===== src/rtl/coupler.sv =====
// coupler: pairs consecutive input words into double-width words queued in a show-ahead FIFO.
// Defining COUPLER_ERR_CHECK_EN adds a sticky o_err flag for illegal enq/deq requests.
module coupler #(
    parameter int DATA_WIDTH = 32,
    parameter int DEPTH      = 8
) (
    input  logic                    i_clk,
    input  logic                    i_rst_n,
    input  logic [DATA_WIDTH-1:0]   i_data,
    input  logic                    i_enq,
    input  logic                    i_deq,
    output logic [2*DATA_WIDTH-1:0] o_data,
    output logic                    o_empty,
    output logic                    o_full
`ifdef COUPLER_ERR_CHECK_EN
    ,
    output logic                    o_err
`endif
);
    localparam int AW = $clog2(DEPTH);
    logic [DATA_WIDTH-1:0]   half_q;
    logic                    half_valid;
    logic [2*DATA_WIDTH-1:0] mem [DEPTH];
    logic [AW-1:0]           wr_ptr, rd_ptr;
    logic [AW:0]             count;
    logic                    accept, push, pop;
    always_comb begin
        o_full  = half_valid && (count == (AW+1)'(DEPTH));
        o_empty = (count == '0);
        o_data  = o_empty ? '0 : mem[rd_ptr];
        accept  = i_enq && !o_full;
        push    = accept && half_valid;
        pop     = i_deq && !o_empty;
    end
    always_ff @(posedge i_clk) begin
        if (!i_rst_n) begin
            half_valid <= 1'b0;
            wr_ptr     <= '0;
            rd_ptr     <= '0;
            count      <= '0;
        end else begin
            if (accept) half_valid <= !half_valid;
            if (push) wr_ptr <= wr_ptr + 1'b1;
            if (pop) rd_ptr <= rd_ptr + 1'b1;
            count <= count + (AW+1)'(push) - (AW+1)'(pop);
        end
    end
    // Storage needs no reset: half_valid and count qualify every read.
    always_ff @(posedge i_clk) begin
        if (accept && !half_valid) half_q <= i_data;
        if (push) mem[wr_ptr] <= {half_q, i_data};
    end
`ifdef COUPLER_ERR_CHECK_EN
    always_ff @(posedge i_clk) begin
        if (!i_rst_n) o_err <= 1'b0;
        else if ((i_enq && o_full) || (i_deq && o_empty)) o_err <= 1'b1;
    end
`endif
endmodule


===== config.mk =====
export PLATFORM = sky130hd
export DESIGN_NAME = coupler
export DESIGN_NICKNAME = d
export VERILOG_FILES = /design/src/rtl/coupler.sv
export SDC_FILE = /design/constraint.sdc
export NUM_CORES = 1
export LEC_CHECK = 0
export BUFFER_PORTS_ARGS = -buffer_cell sky130_fd_sc_hd__buf_2
export CAP_MARGIN = 20
export CORE_MARGIN = 8
export CORE_UTILIZATION = 61
export DETAILED_ROUTE_END_ITERATION = 16
export PLACE_DENSITY_LB_ADDON = 0.05
export SLEW_MARGIN = 20
export SYNTH_ARGS = -nofsm -noshare
export SYNTH_HDL_FRONTEND = slang
export SYNTH_SLANG_ARGS = --single-unit

===== constraint.sdc =====
create_clock -name i_clk -period 9.2 [get_ports i_clk]
set_clock_uncertainty 0.05 [all_clocks]
set_input_delay 0.46 -clock i_clk [delete_from_list [all_inputs] [get_ports i_clk]]
set_output_delay 0.46 -clock i_clk [all_outputs]
set_load 0.03 [all_outputs]

==> out/results.ini <==
[outcome]
status=finished clean

[clocking]
h-tree-depth=2
path_clk_slew_ns=0.06
cts_made_buffers=54
number_of_gates_resized_after_cts=0
cts_post_setup_buffers_inserted=0
clockRootBuffer=clkbuf_16
cts_tree=yes
clockBufferDepth=3
holdBufCountCts=0
cts_sinks=558
clkLatencyLatePin_ns=0.57

[timing]
final-setup-viol-count=0
finalHoldViolCount=0
worst-slew-pin-transition_ns=1.047
max_freq_mhz=245.3
post_route_setup_tns_ns=0
final.period_utilization_pct=44.32
slew_headroom_pct=30.19
finalCriticalPeriod_ns=4.077
final-max-slew-violation-count=0
setup_repair_after_global_routing_missed_its_margin=false

[yosys]
synthDominantCellAreaShare_pct=77.84
netlist_top_cells_area=edfxtp_1, mux4_2, mux4_1
post_synthesis_register_bit_count=558
synth.yosys.warnings=0
synth_area_per_cell_um2=24.34
netlist.top_cell.by_area=edfxtp_1
synthDistinctLibCells=38
synth.net_count=907
post_synthesis_instance_area_mm2=0.02099
synth_fa_ha_area_share_pct=0.5724
synth_top_flop_cell=edfxtp_1
synth_sequential_area_ratio_pct=79.18
synth_simple_gate_area_share_pct=0.9420
dominant_combinational_cell_family_by_area_after_synthesis=multiplexers
netlist_instances=862
synth_enable_flop_cells=544
yosys.area_share.xor_xnor_pct=0.04174
async_flop_share_pct=0
post_synth_mux_area_share_pct=14.28
compound_gate_fraction_of_synth_area_pct=3.053

[pwr]
power.density_cell_area_mw_per_mm2=275.4
static_leakage_nw=7.738
peakVddDrop_uv=225.5

[floorplan]
core-area_mm2=0.03420
num_rows=68
die_h_um=201.5
fp.dieArea_mm2=0.04059
die_w_um=201.5
start_util_pct=61.35
io_pins=102

[final_layout]
ant_cells=0
fillerInstances=2135
most_common_cell_after_layout_fill_and_taps_aside=edfxtp_1
area_growth_from_synthesis_to_layout_pct=12.72
layout.cells.most_common_list=edfxtp_1, mux4_2, buf_2, a22o_1, clkbuf_16
fin_nets=1039
finalNonFillerCells=1493
final_layout_size_suffix_gt1_share_pct=30.06

[worst_setup_path]
required_ns=8.69
r2r_slack_ns=5.80
worst_setup_path_start_kind=register
critical_path_arrival_ns=3.57
worst_setup_path_end_kind=output pin
critical_path.max_fanout=66
worstSetupPathType=register to output pin

[drt]
detailroute.wirelength.met2_um=20620
route.layer.met1.wl_um=17250
vias_per_cell=6.326
met3WireLength_um=2807
remaining_drc_errors=0
drt_pre_antenna_iters=5
drtIter0Drc=847
postRouteWirelength_um=41330
drt-wirelength-per-cell_um=27.68
num_vias=9444
route.top_layer_used=met4
detail-route-antenna-nets=0

[place]
placed_cells=1393
hpwlAfterDp_um=21270
gp_congestion=0.7286
portBuffers=101

[global_routing]
groute.usage.overall_pct=20.40
antenna_found_initial=1
largest_net_degree_at_the_start_of_global_routing=67
global_route_wire_length_before_repair_um=62070
grt-ovfl-total=0
grt_pass1_vias=10070

[job]
cap_viol_max_count=0

[hold_path]
timing.hold.worst.class=primary input to register

==> synth_stat cells, types with 6 or more instances <==
cell,number
nor2_1,6
ha_1,8
buf_4,7
a22o_1,64
buf_12,7
edfxtp_1,544
a21oi_1,7
dfxtp_1,14
buf_1,8
inv_1,10
mux4_2,103
buf_2,8
mux4_1,25
==> cell type report <==
type / instances / area, um2 / share of cell area (%)
clock buffer: 63 / 1449 / 6.125
clock inverter: 37 / 324.1 / 1.370
inverter: 10 / 37.54 / 0.1587
multi-input combinational: 253 / 4025 / 17.02
sequential: 558 / 16620 / 70.28
tap: 455 / 569.3 / 2.407
timing repair buffer: 117 / 625.6 / 2.645
==> metal layers <==
metal  track usage [%]  up-vias
met5                 0        -
met2             33.61      354
met3             3.747       57
li1                  -     3995
met4             4.722        0
met1             28.48     5038
==> registers in the layout, indices dropped and copies added (netlist names), named ones only <==
signal	cells
wr_ptr	3
count	4
half_q	32
rd_ptr	3
mem	512
half_valid	1
==> kinds of logic after synthesis <==
family | Yosys count
AO/OA/AOI/OAI | 78
XOR/XNOR | 1
buffers and inverters | 51
multiplexers | 130
adder cells (fa/ha/maj) | 9
AND/OR/NAND/NOR | 35
flip-flops | 558
==> critical path: stages (launching register included) <==
cell     delay [ns]
dfxtp_4        0.52
buf_4          0.83
buf_4          0.68
mux4_2         0.41
a22o_1         0.29
buf_2          0.20
==> worst paths after layout <==
check | to | depth (start not counted) | start
setup / recovery | o_data[35] | 5 | register
hold / removal | mem[2][31] | 1 | i_data[31]
setup reg to reg | mem[2][34] | 6 | count[2]
hold reg to reg | register | 2 | rd_ptr[2]
==> where the power goes <==
group | switching (W) | total [W] | leakage (nW) | internal, W
Combinational | 0.000886 | 0.00142 | 1.83 | 0.000530
Sequential | 0.0000707 | 0.00292 | 5.03 | 0.00285
Clock | 0.000887 | 0.00218 | 0.878 | 0.00129
Total | 0.00184 | 0.00651 | 7.74 | 0.00467
==> per-stage QoR <==
step	cell area (um2)	setup slack (ns)	util, %	hold WS [ns]	power (W)
2_1_floorplan	20990	1.509	-	0.3989	0.004032
6_report	23650	5.123	69.16	0.1275	0.006514
4_1_cts	23650	5.080	69.16	0.09564	0.006576
5_1_grt	23650	4.984	69.16	0.1010	0.006742
3_5_place_dp	21880	5.689	63.97	0.4527	0.004409
3_3_place_gp	21880	5.747	63.97	0.4054	0.004380
Note: power is estimated with default switching activity, not from simulation.
